### src/rtl/noc_input_fifo_if.sv
// noc_input_fifo_if: upstream write, downstream pop and status signals of the router input FIFO
interface noc_input_fifo_if #(parameter int FLIT_WIDTH = 32, parameter int DEPTH = 4);
  logic valid_in;
  logic [FLIT_WIDTH-1:0] flit_in;
  logic credit_out;
  logic rd_en;
  logic [FLIT_WIDTH-1:0] flit_out;
  logic [2:0] flit_id;
  logic [3:0] dst_addr;
  logic empty;
  logic full;
  logic [$clog2(DEPTH):0] count;
  logic overflow;
  logic pkt_err;
  logic pkt_active;
  modport master (
    output valid_in, flit_in, rd_en,
    input  credit_out, flit_out, flit_id, dst_addr, empty, full, count, overflow, pkt_err, pkt_active
  );
  modport slave (
    input  valid_in, flit_in, rd_en,
    output credit_out, flit_out, flit_id, dst_addr, empty, full, count, overflow, pkt_err, pkt_active
  );
endinterface

### src/rtl/noc_input_fifo.sv
// noc_input_fifo: credit-flow-controlled FWFT flit buffer with read-side packet framing checker (INFIFO_PKT_CHECK_EN).
`ifndef HEADER
`define HEADER 3'b001
`endif
`ifndef PAYLOAD
`define PAYLOAD 3'b010
`endif
`ifndef TAIL
`define TAIL 3'b100
`endif
module noc_input_fifo #(
  parameter int FLIT_WIDTH = 32,
  parameter int DEPTH = 4
) (
  input logic clk,
  input logic rst,
  noc_input_fifo_if.slave f
);
  localparam int AW = $clog2(DEPTH);
  logic [FLIT_WIDTH-1:0] mem [DEPTH];
  logic [AW-1:0] wr_ptr, rd_ptr;
  logic [AW:0] cnt;
  logic do_wr, do_rd, ovf, credit;
  assign do_wr = f.valid_in && !f.full;
  assign do_rd = f.rd_en && !f.empty;
  assign f.flit_out = mem[rd_ptr];
  assign f.flit_id = f.flit_out[FLIT_WIDTH-1 -: 3];
  assign f.dst_addr = f.flit_out[3:0];
  assign f.count = cnt;
  assign f.empty = cnt == '0;
  assign f.full = cnt == (AW+1)'(DEPTH);
  assign f.overflow = ovf;
  assign f.credit_out = credit;
  always_ff @(posedge clk)
    if (do_wr) mem[wr_ptr] <= f.flit_in;
  always_ff @(posedge clk or negedge rst)
    if (!rst) begin
      wr_ptr <= '0;
      rd_ptr <= '0;
      cnt <= '0;
      ovf <= 1'b0;
      credit <= 1'b0;
    end else begin
      if (do_wr) wr_ptr <= wr_ptr + 1'b1;
      if (do_rd) rd_ptr <= rd_ptr + 1'b1;
      cnt <= cnt + (AW+1)'(do_wr) - (AW+1)'(do_rd);
      if (f.valid_in && f.full) ovf <= 1'b1;
      credit <= do_rd;
    end
`ifdef INFIFO_PKT_CHECK_EN
  typedef enum logic {IDLE, BODY} state_t;
  state_t state, state_nx;
  logic err, err_nx;
  always_ff @(posedge clk or negedge rst)
    if (!rst) begin
      state <= IDLE;
      err <= 1'b0;
    end else begin
      state <= state_nx;
      err <= err_nx;
    end
  // an unexpected HEADER inside a packet is flagged but restarts the packet, so BODY is kept
  always_comb begin
    state_nx = state;
    err_nx = err;
    if (do_rd && state == IDLE) begin
      state_nx = f.flit_id == `HEADER ? BODY : IDLE;
      err_nx = err | (f.flit_id != `HEADER);
    end else if (do_rd) begin
      state_nx = f.flit_id == `TAIL ? IDLE : BODY;
      err_nx = err | (f.flit_id != `PAYLOAD && f.flit_id != `TAIL);
    end
  end
  assign f.pkt_err = err;
  assign f.pkt_active = state == BODY;
`else
  assign f.pkt_err = 1'b0;
  assign f.pkt_active = 1'b0;
`endif
endmodule

### src/flat_wrapper.sv
// flat-port wrapper written by rule: the top's interface ports become plain ports
module noc_input_fifo_flat 
#(
  parameter int FLIT_WIDTH = 32,
  parameter int DEPTH = 4
)
  (clk, rst, f_valid_in, f_flit_in, f_rd_en, f_credit_out, f_flit_out, f_flit_id, f_dst_addr, f_empty, f_full, f_count, f_overflow, f_pkt_err, f_pkt_active);
  noc_input_fifo_if #(.FLIT_WIDTH(FLIT_WIDTH), .DEPTH(DEPTH)) f_i ();
  input logic clk;
  input logic rst;
  input wire logic [$bits(f_i.valid_in)-1:0] f_valid_in;
  input wire logic [$bits(f_i.flit_in)-1:0] f_flit_in;
  input wire logic [$bits(f_i.rd_en)-1:0] f_rd_en;
  output wire logic [$bits(f_i.credit_out)-1:0] f_credit_out;
  output wire logic [$bits(f_i.flit_out)-1:0] f_flit_out;
  output wire logic [$bits(f_i.flit_id)-1:0] f_flit_id;
  output wire logic [$bits(f_i.dst_addr)-1:0] f_dst_addr;
  output wire logic [$bits(f_i.empty)-1:0] f_empty;
  output wire logic [$bits(f_i.full)-1:0] f_full;
  output wire logic [$bits(f_i.count)-1:0] f_count;
  output wire logic [$bits(f_i.overflow)-1:0] f_overflow;
  output wire logic [$bits(f_i.pkt_err)-1:0] f_pkt_err;
  output wire logic [$bits(f_i.pkt_active)-1:0] f_pkt_active;
  assign f_i.valid_in = f_valid_in;
  assign f_i.flit_in = f_flit_in;
  assign f_i.rd_en = f_rd_en;
  assign f_credit_out = f_i.credit_out;
  assign f_flit_out = f_i.flit_out;
  assign f_flit_id = f_i.flit_id;
  assign f_dst_addr = f_i.dst_addr;
  assign f_empty = f_i.empty;
  assign f_full = f_i.full;
  assign f_count = f_i.count;
  assign f_overflow = f_i.overflow;
  assign f_pkt_err = f_i.pkt_err;
  assign f_pkt_active = f_i.pkt_active;
  noc_input_fifo #(.FLIT_WIDTH(FLIT_WIDTH), .DEPTH(DEPTH)) u_core (.clk(clk), .rst(rst), .f(f_i));
endmodule
### config.mk
export PLATFORM = sky130hd
export DESIGN_NAME = noc_input_fifo_flat
export DESIGN_NICKNAME = d
export VERILOG_FILES = /design/src/rtl/noc_input_fifo_if.sv /design/src/rtl/noc_input_fifo.sv /design/src/flat_wrapper.sv
export SDC_FILE = /design/constraint.sdc
export NUM_CORES = 1
export LEC_CHECK = 0
export BUFFER_PORTS_ARGS = -buffer_cell sky130_fd_sc_hd__buf_2
export CORE_ASPECT_RATIO = 0.6
export CORE_MARGIN = 5
export CORE_UTILIZATION = 50
export DETAILED_ROUTE_END_ITERATION = 8
export GPL_ROUTABILITY_DRIVEN = 1
export HOLD_SLACK_MARGIN = 0.15
export PLACE_DENSITY = 0.83
export SETUP_SLACK_MARGIN = 0.15
export SLEW_MARGIN = 20
export SYNTH_ARGS = -nofsm -noshare
export SYNTH_HDL_FRONTEND = slang
export SYNTH_SLANG_ARGS = --single-unit
export TNS_END_PERCENT = 1
### constraint.sdc
create_clock -name clk -period 2.2 [get_ports clk]
set_input_delay 0.33 -clock clk [delete_from_list [all_inputs] [get_ports clk]]
set_output_delay 0.33 -clock clk [all_outputs]
set_load 0.05 [all_outputs]
== Word-level counts from Yosys, hierarchy flattened ==
Memory sizes are Yosys's and may differ from the RTL's.
Index checks and enable logic that the tools add are counted.

* Reduce and logical (&&, ||, !) cells: 6
* Equality and inequality tests: 1
* Add/sub/neg operators: 4
* Multiplexer cells: 2

{| class="wikitable"
|+ Operator list
! operator !! count
|-
| $add A2 B1 Y2 const B || 2
|-
| $add A3 B1 Y3 || 1
|-
| $eq A3 B3 Y1 const B || 1
|-
| $logic_and A1 B1 Y1 || 3
|-
| $logic_not A3 Y1 || 1
|-
| $sub A3 B1 Y3 || 1
|-
| $logic_not A1 Y1 || 2
|-
| $mux W1 || 2
|}

* Output and inout port bits: 48
* Bits in writable memories: 128
* Memories kept: 1
* Bits of input ports: 36
* Word-level logic and storage cells: 19
* Register bits: 9

{| class="wikitable"
|+ Memories
! name !! depth !! width !! read ports !! clocked after Yosys merged registers in !! write ports !! line !! source
|-
| u_core.mem || 4 || 32 || 1 || 0 || 1 || noc_input_fifo.sv:20 || <nowiki>logic [FLIT_WIDTH-1:0] mem [DEPTH];</nowiki>
|}

== Longest topological paths before layout ==
* Depth after elaboration: 5
* Gate-level depth with buffers: 10
* Gate-level depth less buffers: 9

== Least setup slack after synthesis ==
No wires, ideal clock.

* Path kind: reg-to-reg
* Start point: register u_core.cnt[1], in the netlist u_core.f.count[1]
* End point: register u_core.cnt[2], in the netlist u_core.f.count[2]
* Buffers on the path: 1
* Required time: 2.054 ns
* Path slack: -0.276 ns
* Library setup time: 0.146 ns
* Period minus slack after synthesis: 2.476 ns
* Arrival time: 2.330 ns
* Stages on the path, launching flop included: 11
* Cell sequence: dfrtp_1 > buf_4 > o31ai_1 > inv_1 > ha_1 > inv_1 > ha_1 > inv_1 > fa_1 > xnor2_1 > xnor2_1

* Elaborated cells on any way between the ends: 8
* Classes of those cells: add/sub: 2; eq/ne: 1; reduce/logical: 5

{| class="wikitable"
|+ RTL lines
! item !! line !! source
|-
| start, declared || noc_input_fifo.sv:22 || <nowiki>logic [AW:0] cnt;</nowiki>
|-
| start signal, assigned || noc_input_fifo.sv:46 || <nowiki>cnt <= cnt + (AW+1)'(do_wr) - (AW+1)'(do_rd);</nowiki>
|-
| $logic_not A3 Y1 || noc_input_fifo.sv:30 || <nowiki>assign f.empty = cnt == '0;</nowiki>
|-
| $logic_not A1 Y1 || noc_input_fifo.sv:25 || <nowiki>assign do_rd = f.rd_en && !f.empty;</nowiki>
|-
| $logic_and A1 B1 Y1 || noc_input_fifo.sv:25 ||
|-
| via u_core.do_rd || noc_input_fifo.sv:23 || <nowiki>logic do_wr, do_rd, ovf, credit;</nowiki>
|-
| $sub A3 B1 Y3 || noc_input_fifo.sv:46 ||
|}

The timed path passes the listed nets, and every way through them passes these cells.
A chain may end at the register's enable or synchronous reset.

== Worst setup path in the final report ==
* Start point: register u_core.rd_ptr[0]
* End point: output port f_flit_out[3]

* Word-level cells in the longest chain between the ends: 1

{| class="wikitable"
|+ RTL lines
! item !! line !! source
|-
| start, declared || noc_input_fifo.sv:21 || <nowiki>logic [AW-1:0] wr_ptr, rd_ptr;</nowiki>
|-
| start signal, assigned || noc_input_fifo.sv:45 || <nowiki>if (do_rd) rd_ptr <= rd_ptr + 1'b1;</nowiki>
|-
| $mem_v2 Z4 W32 || - ||
|-
| end, declared || flat_wrapper.sv:15 || <nowiki>output wire logic [$bits(f_i.flit_out)-1:0] f_flit_out;</nowiki>
|}

Every way passes these cells.

==> out/qor.yml <==
global_route:
  grt_pass1_vias: 2805
  grt_overflow: 0
  top_usage_layer: "met2"
  use_met3: 0.0598
  grt.total_usage: 0.165
  grt_max_degree: 33
  grtUsageMet1: 0.212
  grt_first_pass_wirelength_microns: 15000
  antenna_found_initial: 0
  use_met2: 0.267
cts:
  clock-sinks: 137
  clockBufferDepth: 2
  clock_latency_ns: 0.41
  numCtsBuffers: 17
  cts.reportedPaths.clkPinSlew_ns: 0.05
  htree_levels: 4
  cts_root_buf: "clkbuf_16"
  cts_tree: "done"
worst_setup_path:
  setup.worst_path.start_class: "flop"
  required_ns: 1.87
  slowest_delay_ns: 0.55
  crit_fanout: 8
  cp_slowest_cell: "mux4_2"
  worstPathArrival_ns: 1.83
  end_kind: "output pin"
  cpMostUsedCell: "buf_12"
  cp_num_buf_inv: 3
  worstSetupPathType: "flop to output pin"
  path_delay_family: "multiplexers"
  cp_cell_sequence: "buf_12 > buf_12 > mux4_2 > buf_6"
sta:
  hold_viol: 0
  worst_pin_slew_ns: 0.598
  setup_viol: 0
  fin_skew_ns: 0.00738
  post-route-period-util: 0.984
  fin_crit_ns: 2.16
  slew_viol_final: 0
  rsz0062_at_grt: "yes"
  fin_setup_tns_ns: 0
  max_slew_margin: 0.601
  max_freq_ghz: 0.462
floorplanning:
  die-area_sq_mm: 0.0128
  initial_core_util: 0.505
  die_h_microns: 89.6
  ios: 84
  core_sq_mm: 0.0105
  num_rows: 29
  die_x_microns: 143
layout:
  final_nets: 389
  area.growth.synth_to_final_pct: 33.0
  utilization: 0.672
  drive_gt1_frac: 0.445
  num_antenna_cells: 0
detailed_routing:
  drt-initial-drc-count: 154
  ant_nets: 0
  vias: 2573
  wire_per_inst_microns: 19.8
  routed_via_density: 5.21
  drc: 0
  drt-total-wl_microns: 9770
  dr.pass1.iters: 4
synth:
  ys_seq_area_frac: 0.771
  synth_ff_type: "edfxtp_1"
  yosysWarnings: 0
  ys_ff_latch: 137
  syn_avg_cell_area_sq_um: 23.6
  synth_edf_count: 128
  postSynthCellCount: 224
  async_flop_share: 0.0657
  synthesis.area_sq_mm: 0.00528
  synth_cell_type_count: 25
worst_hold_path:
  hp-class: "primary input to flop"
placed_design:
  port_buffers: 81
  gp_congestion: 0.682
  dp_hpwl_microns: 5930
status:
  status: "complete, no violations"
run:
  drv_cap: 0
[synth_stat cells, types with 2 or more instances]
cell type / n / area (sq um)
buf_4: 10 / 75.1
nand2b_1: 3 / 18.8
o211ai_1: 2 / 15.0
edfxtp_1: 128 / 3840
and3b_1: 4 / 35.0
xnor2_1: 4 / 35.0
dfrtp_1: 9 / 225
nand4bb_1: 2 / 22.5
mux4_2: 28 / 631
mux4_1: 4 / 105
buf_12: 3 / 60.1
inv_1: 7 / 26.3
ha_1: 6 / 75.1
buf_2: 3 / 15.0
[repair_timing]
action / in CTS / in global routing
endpoints found under the hold margin: 120 / 0
gates resized for setup: 34 / 99
endpoints found under the setup margin: 40 / 151
gates cloned: 1 / 0
hold buffers: 29 / 0
pin swaps: 0 / 6
buffers inserted: 2 / 0
[stage by stage]
step | hold WS, ns | area [sq um] | cells | setup slack (ns)
after floorplan | 0.0344 | 5310 | 225 | 0.0252
after global placement | 0.195 | 5820 | 434 | 0.203
after detailed placement | 0.196 | 5820 | 434 | 0.170
after CTS | 0.152 | 6730 | 494 | 0.0175
after global routing | 0.152 | 7020 | 494 | -0.0155
final | 0.160 | 7020 | 494 | 0.0355
[per-layer routing]
layer,routed length [microns],vias up,share of wire
li1,-,1156,-
met1,4110,1323,0.42
met2,4900,84,0.50
met3,679,10,0.069
met4,81,0,0.0083
met5,0,-,0
[logic make-up (layout without fill, tap and decap cells)]
logic type | count (synthesis) | count (layout) | share of synthesized area
other | 1 | 2 | 0.000710
muxes | 32 | 32 | 0.139
xor gates and xnor gates | 4 | 4 | 0.00664
adders and majority gates | 7 | 7 | 0.0180
DFF | 137 | 137 | 0.771
AOI/OAI and AO/OA | 5 | 5 | 0.00735
buffers and inverters | 25 | 155 | 0.0363
and+or+nand+nor | 13 | 13 | 0.0209
[registers in the layout, summed over array words and instances, names as in the netlist]
signal	count
u_core.f.overflow	1
u_core.mem	128
u_core.f.credit_out	1
u_core.wr_ptr	2
u_core.f.count	3
u_core.rd_ptr	2
[area by class of cell]
class / instances / area (sq um)
well taps: 139 / 174
multi-input cells: 63 / 1050
clock inverters: 7 / 56.3
clock buffers: 21 / 440
flip-flops and latches: 137 / 4080
repair buffers: 120 / 1200
inverters: 7 / 26.3
fillers: 678 / 3430
[cells in the final DEF (no fill, tap or decap), drive strengths merged]
| master | instances |
|---|---|
| bufinv | 1 |
| mux4 | 32 |
| a21o | 1 |
| inv | 7 |
| buf | 91 |
| nor2b | 1 |
| edfxtp | 128 |
| dlygate4sd3 | 29 |
| o311ai | 1 |
| and3b | 4 |
| xnor2 | 4 |
| fa | 1 |
| nor3b | 1 |
| conb | 2 |
| nor3 | 1 |
| nand2 | 1 |
| clkbuf | 21 |
| nand4bb | 2 |
| ha | 6 |
| clkinv | 6 |
| nand2b | 3 |
| o31ai | 1 |
| dfrtp | 9 |
| o211ai | 2 |
[path summary, 6_finish.rpt]
check	from	end	slack, ns	cells past startpoint
min in group asynchronous	rst	u_core.f.count[2]	0.30	2
max in group asynchronous	rst	u_core.f.count[0]	1.69	2
worst max register to register	u_core.f.count[1]	u_core.f.count[2]	0.12	9
worst min-delay path	f_flit_in[11]	u_core.mem[2][11]	0.16	1
worst min register to register	u_core.f.overflow	u_core.f.overflow	0.46	1
worst max-delay path	u_core.rd_ptr[0]	f_flit_out[3]	0.04	4
[worst reg2reg max path, cell delays in order, from the launching register on]
cell and delay, ns:
dfrtp_2 0.42, o31ai_4 0.27, inv_1 0.09, ha_1 0.29, inv_1 0.06, ha_2 0.17
inv_2 0.04, fa_2 0.36, xnor2_2 0.14, xnor2_1 0.12
Power is not shown: default switching activity piles up to over one toggle a cycle in this logic, so the estimate is an artifact.
